[src/rtl/dma_read_req_arbiter.sv]
// Round-robin arbiter that shares one DMA read request channel and tracks per-tag ownership.
// Optional macro DMA_RD_ARB_PRIORITY_EN gives requester 0 strict priority over the rest.
module dma_read_req_arbiter #(
  parameter int p_requesters = 2,
  parameter int IW = $clog2(p_requesters)
) (
  input  logic                       i_clk,
  input  logic                       i_rst_n,
  input  logic [32*p_requesters-1:0] req_addr,
  input  logic [10*p_requesters-1:0] req_len,
  input  logic [p_requesters-1:0]    req_valid,
  output logic [p_requesters-1:0]    req_done,
  output logic [7:0]                 req_tag,
  output logic [31:0]                dma_read_addr,
  output logic [9:0]                 dma_read_len,
  output logic                       dma_read_valid,
  input  logic                       dma_read_done,
  input  logic [7:0]                 current_tag,
  input  logic [7:0]                 packer_tag,
  input  logic                       packer_valid,
  input  logic                       packer_done,
  output logic [IW-1:0]              packer_owner,
  output logic                       packer_owner_valid,
  output logic [8:0]                 outstanding,
  output logic                       all_idle,
  output logic                       tag_collision
);

  typedef enum logic [1:0] {IDLE, ISSUE, DONE} state_t;

  state_t          state_reg, state_next;
  logic [IW-1:0]   ptr_reg;
  logic [IW-1:0]   grant_reg;
  logic [31:0]     addr_reg;
  logic [9:0]      len_reg;
  logic [7:0]      tag_reg;
  logic [255:0]    busy_reg;
  logic [IW-1:0]   owner_mem [256];
  logic [8:0]      outstanding_reg;
  logic            collision_reg;

  logic            found;
  logic [IW-1:0]   pick;
  logic [IW:0]     idx;
  logic [IW-1:0]   cand;

  logic            tag_set;
  logic            tag_clr;
  logic            clr_same;
  logic            cnt_inc;
  logic            cnt_dec;

  // Search upward from the pointer with wrap; first pending requester wins.
  always_comb begin
    found = 1'b0;
    pick  = '0;
    idx   = '0;
    cand  = '0;
    for (int i = 0; i < p_requesters; i++) begin
      idx = {1'b0, ptr_reg} + (IW+1)'(i);
      if (idx >= (IW+1)'(p_requesters))
        idx = idx - (IW+1)'(p_requesters);
      cand = idx[IW-1:0];
      if (!found && req_valid[cand]) begin
        found = 1'b1;
        pick  = cand;
      end
    end
`ifdef DMA_RD_ARB_PRIORITY_EN
    if (req_valid[0]) begin
      found = 1'b1;
      pick  = '0;
    end
`else
`endif
  end

  always_ff @(posedge i_clk or negedge i_rst_n) begin
    if (!i_rst_n) state_reg <= IDLE;
    else          state_reg <= state_next;
  end

  always_comb begin
    state_next = state_reg;
    case (state_reg)
      IDLE:    if (found) state_next = ISSUE;
      ISSUE:   if (dma_read_done) state_next = DONE;
      DONE:    state_next = IDLE;
      default: state_next = IDLE;
    endcase
  end

  always_comb begin
    req_done       = '0;
    dma_read_valid = 1'b0;
    if (state_reg == DONE)  req_done[grant_reg] = 1'b1;
    if (state_reg == ISSUE) dma_read_valid = 1'b1;
  end

  always_ff @(posedge i_clk or negedge i_rst_n) begin
    if (!i_rst_n) begin
      ptr_reg   <= '0;
      grant_reg <= '0;
      addr_reg  <= '0;
      len_reg   <= '0;
      tag_reg   <= '0;
    end else begin
      if (state_reg == IDLE && found) begin
        grant_reg <= pick;
        addr_reg  <= req_addr[32*pick +: 32];
        len_reg   <= req_len[10*pick +: 10];
      end
      if (tag_set)
        tag_reg <= current_tag;
      if (state_reg == DONE) begin
`ifdef DMA_RD_ARB_PRIORITY_EN
        if (grant_reg != '0)
          ptr_reg <= (grant_reg == IW'(p_requesters-1)) ? '0 : grant_reg + 1'b1;
`else
        ptr_reg <= (grant_reg == IW'(p_requesters-1)) ? '0 : grant_reg + 1'b1;
`endif
      end
    end
  end

  assign tag_set  = (state_reg == ISSUE) && dma_read_done;
  assign tag_clr  = packer_valid && packer_done && busy_reg[packer_tag];
  assign clr_same = tag_clr && (packer_tag == current_tag);
  // A same-tag set+clear leaves the tag busy, so neither edge of the count moves.
  assign cnt_inc  = tag_set && !busy_reg[current_tag];
  assign cnt_dec  = tag_clr && !(tag_set && clr_same);

  always_ff @(posedge i_clk or negedge i_rst_n) begin
    if (!i_rst_n) begin
      busy_reg        <= '0;
      outstanding_reg <= '0;
      collision_reg   <= 1'b0;
    end else begin
      if (tag_clr)
        busy_reg[packer_tag] <= 1'b0;
      if (tag_set)
        busy_reg[current_tag] <= 1'b1;
      if (tag_set && busy_reg[current_tag] && !clr_same)
        collision_reg <= 1'b1;
      if (cnt_inc && !cnt_dec && outstanding_reg != 9'd256)
        outstanding_reg <= outstanding_reg + 9'd1;
      else if (cnt_dec && !cnt_inc && outstanding_reg != 9'd0)
        outstanding_reg <= outstanding_reg - 9'd1;
    end
  end

  // Owner entries are only meaningful while the busy bit is set, so no reset is needed.
  always_ff @(posedge i_clk) begin
    if (tag_set)
      owner_mem[current_tag] <= grant_reg;
  end

  assign req_tag            = tag_reg;
  assign dma_read_addr      = addr_reg;
  assign dma_read_len       = len_reg;
  assign packer_owner       = owner_mem[packer_tag];
  assign packer_owner_valid = packer_valid && busy_reg[packer_tag];
  assign outstanding        = outstanding_reg;
  assign tag_collision      = collision_reg;
  assign all_idle           = (state_reg == IDLE) && (outstanding_reg == 9'd0) && !(|req_valid);

endmodule

[config.mk]
export PLATFORM = sky130hd
export DESIGN_NAME = dma_read_req_arbiter
export DESIGN_NICKNAME = d
export VERILOG_FILES = /design/src/rtl/dma_read_req_arbiter.sv
export SDC_FILE = /design/constraint.sdc
export NUM_CORES = 1
export LEC_CHECK = 0
export BUFFER_PORTS_ARGS = -buffer_cell sky130_fd_sc_hd__buf_2
export CAP_MARGIN = 20
export CORE_AREA = 5 5 197 342
export CTS_CLUSTER_DIAMETER = 80
export DETAILED_ROUTE_END_ITERATION = 8
export DIE_AREA = 0 0 202 347
export SETUP_SLACK_MARGIN = 0.4
export SLEW_MARGIN = 25
export SYNTH_ARGS = -nofsm -noshare
export SYNTH_HDL_FRONTEND = slang
export SYNTH_SLANG_ARGS = --single-unit
[constraint.sdc]
create_clock -name i_clk -period 4.3 [get_ports i_clk]
set_input_delay 0.645 -clock i_clk [delete_from_list [all_inputs] [get_ports i_clk]]
set_output_delay 0.645 -clock i_clk [all_outputs]
set_load 0.01 [all_outputs]
Word-level counts from Yosys, hierarchy flattened
Memory sizes are Yosys's and may differ from the RTL's. Index checks and enable logic that the tools add are counted.

Add/subtract/negate cells: 6. Shift-type cells: 2. Eq/ne operators: 6. Bitwise gates (word level): 3. Multiply operators: 1. $lt $le $gt $ge: 10. Mux-type cells: 32. Reductions and logical operators: 34.

Operators by type and width (count): $mux W256 (2); $and A256 B256 Y256 (1); $not A256 Y256 (1); $or A256 B256 Y256 (1); $shiftx A64 B7 Y32 (1); $logic_and A1 B1 Y1 (21); $shiftx A20 B6 Y10 (1); $mux W1 (19); $lt A8 B9 Y1 const B (2); $mux W9 (2); $bmux W1 S8 (2); $demux W1 S8 (2); $ge A8 B1 Y1 const B (2); $add A9 B1 Y9 const B (1); $logic_not A9 Y1 (1); $ne A9 B9 Y1 const B (1); $reduce_bool A9 Y1 (1); $sub A9 B1 Y9 const B (1); $eq A8 B8 Y1 (1); $logic_not A1 Y1 (7); $lt A1 B2 Y1 const B (3); $mux W2 (3); $mul A3 B1 Y4 const A (1); $ne A2 B2 Y1 const B (2); other kinds (14) (15).

Memories kept: 1. RAM bits: 256. Bits in registers: 320. Input port bits: 107. Output and inout bits: 66.

Memories: owner_mem (depth 256, bits a word 1, read ports 1, clocked after memory_dff 0, write ports 1, RTL line 38) `logic [IW-1:0] owner_mem [256];`.

Longest topological paths before layout
Gate-level depths: netlist of run 1.

Word-level depth: 11. Gate-level depth with buffers: 25. Gate-level depth less buffers: 20.

Least setup slack after synthesis of run 1
Ideal clock, no wire load.

Kind: input port to flip-flop. Start: in packer_tag[1]. End: reg outstanding_reg[8] (netlist: outstanding[8]). Setup time: 124 ps. Cell stages on the path: 23. Required time: 4176 ps. Path buffers: 3. Arrival time: 4746 ps. Slack: -570 ps. Path through: buf_6 -> buf_6 -> buf_6 -> mux4_2 -> a22oi_2 -> nand3_1 -> o211ai_1 -> o211ai_1 -> o311ai_4 -> nor2_1 -> and4b_1 -> inv_1 -> ha_1 -> nor2b_1 -> o21ai_0 -> nand2b_1 -> a21o_1 -> a21oi_1 -> nor2b_1 -> o21a_1 -> a2111oi_0 -> a211o_1 -> nand2_1.

Longest elaborated chain between the ends: 11. Elaborated cells on any way between the ends: 15. Those cells by class: eq/ne: 1; mux: 3; reduce/logical: 11.

Ends and longest elaborated chain: start: declaration (RTL line 19) `input logic [7:0] packer_tag,`; $bmux W1 S8 (RTL line 127) `assign tag_clr = packer_valid && packer_done && busy_reg[packer_tag];`; $mux W1 (not written as such) (RTL line 127); $logic_and A1 B1 Y1 (RTL line 127); $logic_and A1 B1 Y1 (RTL line 128) `assign clr_same = tag_clr && (packer_tag == current_tag);`; $logic_and A1 B1 Y1 (RTL line 131) `assign cnt_dec = tag_clr && !(tag_set && clr_same);`; $logic_not A1 Y1 (RTL line 131); $logic_and A1 B1 Y1 * (RTL line 131); $logic_not A1 Y1 (RTL line 145) `if (cnt_inc && !cnt_dec && outstanding_reg != 9'd256)`; $logic_and A1 B1 Y1 (2 in series) (RTL line 145); $mux W9 / $reduce_bool A2 Y1 (equally long branches); end signal: assignment (RTL line 146) `outstanding_reg <= outstanding_reg + 9'd1;`; end signal: assignment (RTL line 148) `outstanding_reg <= outstanding_reg - 9'd1;`; end: declaration (RTL line 39) `logic [8:0] outstanding_reg;`.

Mark *: on every way between the ends. The rest lies on a longest branch, timed or not. The select of a mux whose other input is x is not followed. A chain may end at the register's enable or synchronous reset.

Worst setup path in the final report of run 1
Start: reg busy_reg[109]. End: reg outstanding_reg[8] (netlist: outstanding[8]).

Longest elaborated chain between the ends: 11. Elaborated cells on any way between the ends: 19. Those cells by class: mux: 5; reduce/logical: 14.

Ends and longest elaborated chain: start: declaration (RTL line 37) `logic [255:0] busy_reg;`; start signal: assignment (RTL line 135) `busy_reg <= '0;`; start signal: indexed assignment (RTL line 140) `busy_reg[packer_tag] <= 1'b0;`; start signal: indexed assignment (RTL line 142) `busy_reg[current_tag] <= 1'b1;`; $bmux W1 S8 (RTL line 127); $mux W1 (not written as such) (RTL line 127); $logic_and A1 B1 Y1 (RTL line 127); $logic_and A1 B1 Y1 (RTL line 128); $logic_and A1 B1 Y1 (RTL line 131); $logic_not A1 Y1 (RTL line 131); $logic_and A1 B1 Y1 (RTL line 131); $logic_not A1 Y1 (RTL line 145); $logic_and A1 B1 Y1 (2 in series) (RTL line 145); $mux W9 / $reduce_bool A2 Y1 (equally long branches).

Parallel ways exist; a longest one is shown, timed or not. The select of a mux whose other input is x is not followed.

==> results of run 1 <==
power breakdown:
| group | leakage, nW | internal, mW | switching, mW |
|---|---|---|---|
| registers | 6.58 | 6.60 | 0.488 |
| logic | 5.86 | 1.55 | 1.84 |
| clock network | 0.816 | 2.52 | 2.15 |
through the flow:
step,setup slack (ns),instances,power (mW),utilization
2_1_floorplan,-0.219,2356,8.89,-
3_3_place_gp,-0.840,3411,10.2,0.498
3_5_place_dp,-0.866,3411,10.3,0.498
4_1_cts,-0.124,3517,15.2,0.527
5_1_grt,-0.354,3532,15.8,0.533
6_report,-0.186,3535,15.2,0.533
cells in the mapped netlist, types with 7 or more instances:
master and count:
o21ai_0 497, nand4_1 15, edfxtp_1 256, buf_2 23, nor2_1 332, mux2i_1 84, dfrtp_1 320, buf_6 15
inv_1 17, nand2b_1 14, a22oi_1 13, ha_1 7, nor2b_1 16, nand2_1 130, nor4_1 7, buf_1 19
o21ai_1 19, xnor2_1 13, nor3_1 23, a21oi_1 52, buf_4 10, clkbuf_1 144, mux4_2 209, nand3_1 30
per-layer routing:
metal	wire (um)	GRT usage
met5	26	0
met4	9930	0.213
met3	8430	0.0527
met2	53300	0.511
met1	34900	0.326
worst reg2reg max path, delay by kind of cell (launching register included):
family,cells,cell delay [ns]
AOI/OAI and AO/OA,8,1.52
muxes,2,0.65
adders and majority gates,1,0.28
DFF,1,0.43
and+or+nand+nor,5,0.79
buffers and inverters,5,0.69
what timing repair did:
item / CTS / global route
endpoints found under the setup margin: 8 / 8
pin swaps: 2 / 8
resized for setup: 22 / 34
hold buffers: 1 / 0
endpoints found under the hold margin: 8 / 0
cloned: 1 / 5
buffers inserted: 6 / 10
final cells by class:
| type | count | area, um^2 | share of cell area |
|---|---|---|---|
| tap | 812 | 1020 | 0.0297 |
| antenna | 3 | 7.51 | 0.000219 |
| inverter | 18 | 70.1 | 0.00205 |
| sequential | 576 | 15700 | 0.459 |
| clock buffer | 80 | 1520 | 0.0445 |
| multi-input combinational | 1547 | 12000 | 0.351 |
| timing repair buffer | 481 | 3750 | 0.110 |
| clock inverter | 18 | 150 | 0.00439 |
final timing paths:
kind / depth (start not counted) / start / to / slack, ns
setup / recovery: 21 / busy_reg[109] / outstanding[8] / -0.19
hold / removal: 3 / dma_read_done / state_reg[0] / 0.33
setup reg to reg: 21 / busy_reg[109] / outstanding[8] / -0.19
hold reg to reg: 2 / req_tag[3] / req_tag[3] / 0.48
max in group asynchronous: 3 / i_rst_n / busy_reg[196] / 2.75
min in group asynchronous: 2 / i_rst_n / dma_read_addr[13] / 0.56
cells by family after synthesis:
group / count (synthesis) / synth area share
and+or+nand+nor: 595 / 0.0894
xor gates and xnor gates: 15 / 0.00459
DFF: 576 / 0.549
muxes: 301 / 0.198
AOI/OAI and AO/OA: 628 / 0.117
adders and majority gates: 8 / 0.00376
buffers and inverters: 233 / 0.0384
==> summary.md, run 1 <==
| Metric | Value |
|---|---|
| Status | finished, violations left |
| Failing checks | negative setup slack |
| EDFF count, synth | roughly 260 |
| Worst min-delay path category | input port to flip-flop |
| Crit path largest cell delay | between 0.4 and 0.5 ns |
| Fmax | roughly 220 MHz |
| Global-route congestion overflow total | 0 |
| Final Hold Fails | 0 |
| Crit. End Element | flip-flop |
| Actual slew at the worst max-slew pin | 0.996 ns |
| Num CTS Buffers | 52 |
| Placed inst area | 0.0320 mm^2 |
| CP arrival | between 4 and 5 ns |
| Dpl hpwl | a little over 70000 um |
| Drt via density | between 6 and 7 |
| Residual DRC count | 0 |
| I/O pin cnt | ~170 |
| Clock Tree Root | clkbuf_16 |
| Clk_lat worst skew | 0.62 ns |
| Max-slew headroom | 0.330 |
| CTS tree | done |
| Die ar. | between 0.07 and 0.08 mm^2 |
| Synth cell types | 73 |
| Commonest non-fill, non-tap cell in the layout | o21ai_0 |
| Initial Utilization | 0.446 |
| Sink Count | ~580 |
| Fin nets | about 2800 |
| Clk buf depth | 3 |
| Syn nets | 2471 |
| Total number of vias | 22488 |
| Routed WL per cell | 30.1 um |
| Most frequent CP cell | buf_4 |
| Buffers on Ports | roughly 170 |
| Worst path top cell family by delay | compound AO/OA/AOI/OAI gates |
| Initial antenna violation count | 4 |
| Most frequent cells in the layout | o21ai_0, nor2_1, dfrtp_1 |
| Clock transition at path regs | around 0.07 ns |
| 1st-pass router iterations | 6 |
| Crit share post-route | 1.04 |
| Crit Path Category | flip-flop to flip-flop |
| Mapped Cells | 2356 |
| Setup TNS | -0.442 ns |
| Total wire length | between 100000 and 150000 um |
| Required @ worst endpoint | 4.80 ns |
| RSZ-0062 raised after global routing | yes |
| Yosys top cell area share | 0.280 |
| Fraction of registers with async set/reset | 0.556 |
| Synth Register Bits | 576 |
| Max cap viols | 0 |
| H-tree depth | 2 |
| Layout cell share with drive strength beyond 1 | 0.303 |
| Setup WS post-layout | -0.186 ns |
| VDD IR-drop max | ~300 uV |
| All-Layer GR Usage | 0.295 |
| Cell Pwr Density | around 440 mW/mm^2 |
| Largest net degree at the start of global routing | a little over 100 |
| CP max-delay cell | mux4_2 |
| Row count | approximately 120 |
| CP Max Fanout | 5 |
| Leading area contributor after synthesis | dfrtp_1 |
| Clock Skews | approximately 0.026 ns |
| Die H | 347 um |
| Die W | between 200 and 250 um |
| Core ar. | ~0.064 mm^2 |
| Post-route cell area | approximately 0.034 mm^2 |
| Avg Cell Area, Syn | between 10 and 15 um^2 |
| RD Place Congestion | just over 1 |
| Number of global-route vias before repair | 22850 |
| Most used flip-flop cell after synthesis | dfrtp_1 |
| DR iter-0 viols | roughly 2600 |
| Synthesis-to-layout area growth | 19.7% |
| YS warnings | 0 |
| DRT antenna net count | 0 |
| Fillers | between 5000 and 6000 |
| Hold Worst Slack | approximately 0.33 ns |
| Synthesized area | around 0.029 mm^2 |
| Final setup viols | 4 |
| CP bufs+invs | 5 |
| CP startpoint kind | flip-flop |
| Seq/Total Area, Yosys | 0.549 |
| Pleak | ~13 nW |
| Tmin final | 4.49 ns |
| First-pass GRT wire length | 153000 um |
| Fin. max-slew vios | 0 |
| Synth top area cells | dfrtp_1, edfxtp_1, mux4_2 |
| Crit-path cells | mux4_2, mux2i_1, o22ai_2, o311ai_1, buf_4, o211ai_1, buf_4, o311ai_4, nor2_1, and4b_2, inv_4, buf_4, buf_4, ha_1, a21o_1, a21oi_2, nor2b_1, o21a_1, or2_4, a32oi_1, nand2_1 |
No activity file was read; power rests on OpenSTA's default activity.
==> run 2, diff against run 1 <==
--- a/config.mk
+++ b/config.mk
@@ -7,10 +7,10 @@
 export LEC_CHECK = 0
 export BUFFER_PORTS_ARGS = -buffer_cell sky130_fd_sc_hd__buf_2
 export CAP_MARGIN = 20
-export CORE_AREA = 5 5 197 342
+export CORE_AREA = 5 5 363 187
 export CTS_CLUSTER_DIAMETER = 80
 export DETAILED_ROUTE_END_ITERATION = 8
-export DIE_AREA = 0 0 202 347
+export DIE_AREA = 0 0 368 192
 export SETUP_SLACK_MARGIN = 0.4
 export SLEW_MARGIN = 25
 export SYNTH_ARGS = -nofsm -noshare
==> constraint.sdc (replaced) <==
create_clock -name i_clk -period 4.6 [get_ports i_clk]
set_input_delay 0.69 -clock i_clk [delete_from_list [all_inputs] [get_ports i_clk]]
set_output_delay 0.69 -clock i_clk [all_outputs]
set_load 0.01 [all_outputs]
==> summary.md, run 2 (synthesis gave the netlist of run 1 again) <==
| Metric | Value |
|---|---|
| Status | complete, no violations |
| CTS tree | done |
| Wl on met1 | around 48000 um |
| Sink Count | approximately 580 |
| Inst Count DP | roughly 3400 |
| Drt via density | between 6 and 7 |
| Combinational share of power | 0.225 |
| I/O pin cnt | 173 |
| CP Max Fanout | 3 |
| DRT antenna net count | 0 |
| Tmin final | roughly 4.5 ns |
| Metal2 WL | 41700 um |
| Actual slew at the worst max-slew pin | 1.12 ns |
| Die H | approximately 190 um |
| Net switching power | 4.37 mW |
| Clk_lat worst skew | ~0.62 ns |
| Layout cell share with drive strength beyond 1 | 0.291 |
| Crit share post-route | 0.985 |
| Pre-CTS setup slack | -0.643 ns |
| Crit path largest cell delay | ~0.50 ns |
| Number of global-route vias before repair | around 22000 |
| Crit-path cells | mux4_2, mux2i_2, mux2i_1, o211ai_1, buf_4, o211ai_1, o311ai_4, nor2_1, and4b_2, inv_4, ha_4, nor2b_4, o21ai_2, nand2b_1, a21o_1, a21oi_2, nor2b_1, o21a_1, or2_4, a32oi_2, nand2_1 |
| Max Used Layer | met5 |
| Most frequent cells in the layout | o21ai_0, nor2_1, dfrtp_1 |
| Crit. End Element | flip-flop |
| Total wire length | 113000 um |
| Commonest non-fill, non-tap cell in the layout | o21ai_0 |
| H-tree depth | 2 |
| DR iter-0 viols | 3351 |
| RD Place Congestion | between 1 and 1.5 |
| Switching Share | 0.305 |
| Die ar. | about 0.071 mm^2 |
| Clk buf depth | 3 |
| Row count | 66 |
| Worst Setup SP | busy_reg[216] |
| Fin. max-slew vios | 0 |
| Worst min-delay path category | input port to flip-flop |
| 1st-pass router iterations | 7 |
| Most frequent CP cell | o211ai_1 |
| HP Start | req_valid[1] |
| Clock transition at path regs | about 0.070 ns |
| Crit Path Category | flip-flop to flip-flop |
| CP startpoint kind | flip-flop |
| Clock Skews | 0.0200 ns |
| Routed WL per cell | about 32 um |
| Clock Tree Root | clkbuf_16 |
| Final Hold Fails | 0 |
| Max-slew headroom | 0.250 |
| RR Startpoint | busy_reg[216] |
| Residual DRC count | 0 |
| Fin nets | 2733 |
| Non-filler cells, final | between 3000 and 4000 |
| Total number of vias | about 23000 |
| Setup WS post-layout | around 0.07 ns |
| Required @ worst endpoint | 5.11 ns |
| Num CTS Buffers | 52 |
| Initial Utilization | 0.445 |
| Dpl hpwl | between 70000 and 80000 um |
| Pleak | about 13 nW |
| Worst path top cell family by delay | compound AO/OA/AOI/OAI gates |
| Buffers on Ports | roughly 170 |
| First-pass GRT wire length | between 150000 and 200000 um |
| RSZ-0062 raised after global routing | yes |
| FF-to-FF setup slack | slightly above 0.07 ns |
| Max cap viols | 0 |
| Final setup viols | 0 |
| Fmax | 221 MHz |
| Cell Pwr Density | ~420 mW/mm^2 |
| All-Layer GR Usage | 0.317 |
| Largest net degree at the start of global routing | between 200 and 300 |
| Initial antenna violation count | 9 |
| Clock share of power | 0.316 |
| VDD IR-drop max | 295 uV |
| Power Internal | 9.95 mW |
| Die W | between 300 and 400 um |
| Routed length on met3 | ~21000 um |
| CP max-delay cell | mux4_2 |
| CP arrival | between 5 and 6 ns |
| Synthesis-to-layout area growth | 18.4% |
| Reg power frac | 0.459 |
| Global-route congestion overflow total | 0 |
| CP bufs+invs | 2 |
| Core ar. | about 0.064 mm^2 |
-- run 2: area by class of cell --
cell class | count | area, um^2
clock buffers | 71 | 1460
clock inverters | 25 | 250
multi-input cells | 1547 | 12000
inverters | 18 | 70.1
well taps | 850 | 1060
repair buffers | 423 | 3280
diodes | 3 | 7.51
flip-flops and latches | 576 | 15700
fillers | 5506 | 30400
-- run 2: power by group through the flow --
| stage | clock (mW) | combinational, mW | sequential [mW] |
|---|---|---|---|
| finish | 4.52 | 3.23 | 6.57 |
| CTS | 4.55 | 3.06 | 6.55 |
| floorplan | 0 | 1.50 | 6.81 |
| global placement | 0 | 2.93 | 6.64 |
| detailed placement | 0 | 2.99 | 6.65 |
| global route | 4.78 | 3.48 | 6.61 |
-- run 2: metal layers --
| layer | vias to the layer above | GRT usage |
|---|---|---|
| met5 | - | 0.0185 |
| met4 | 9 | 0.0466 |
| met3 | 181 | 0.199 |
| met2 | 1731 | 0.391 |
| met1 | 11749 | 0.468 |
| li1 | 9302 | - |
-- run 2: repair_timing --
action / 4_1_cts / 5_1_grt
hold buffers: 1 / 0
endpoints found under the hold margin: 7 / 0
setup buffers: 9 / 7
endpoints found under the setup margin: 5 / 5
pin swaps: 4 / 14
gates cloned: 3 / 0
gates resized for setup: 31 / 29
-- run 2: worst paths after layout --
| kind | end | cells past startpoint |
|---|---|---|
| min in group asynchronous | outstanding[4] | 2 |
| worst max-delay path | outstanding[8] | 21 |
| max in group asynchronous | busy_reg[218] | 3 |
| worst min register to register | req_tag[7] | 2 |
| worst max register to register | outstanding[8] | 21 |
| worst min-delay path | grant_reg | 3 |
-- run 2: worst register-to-register path: stages (launching register included) --
cell and delay [ns]:
dfrtp_1 0.44, mux4_2 0.50, mux2i_2 0.23, mux2i_1 0.11
o211ai_1 0.21, buf_4 0.17, o211ai_1 0.15, o311ai_4 0.49
nor2_1 0.09, and4b_2 0.35, inv_4 0.06, ha_4 0.21
nor2b_4 0.12, o21ai_2 0.11, nand2b_1 0.08, a21o_1 0.17
a21oi_2 0.14, nor2b_1 0.06, o21a_1 0.21, or2_4 0.25
a32oi_2 0.20, nand2_1 0.07
-- run 2: stage by stage --
stage               TNS, ns  instance area [um^2]   util  hold WS, ns  power, mW
finish                    0                 33900  0.527        0.355       14.3
global route        -0.0528                 33900  0.527        0.351       14.9
CTS                       0                 33600  0.523        0.333       14.2
detailed placement    -2.17                 31600  0.491        0.464       9.64
global placement      -1.88                 31600  0.491        0.453       9.57
floorplan                 0                 28700      -        0.394       8.31
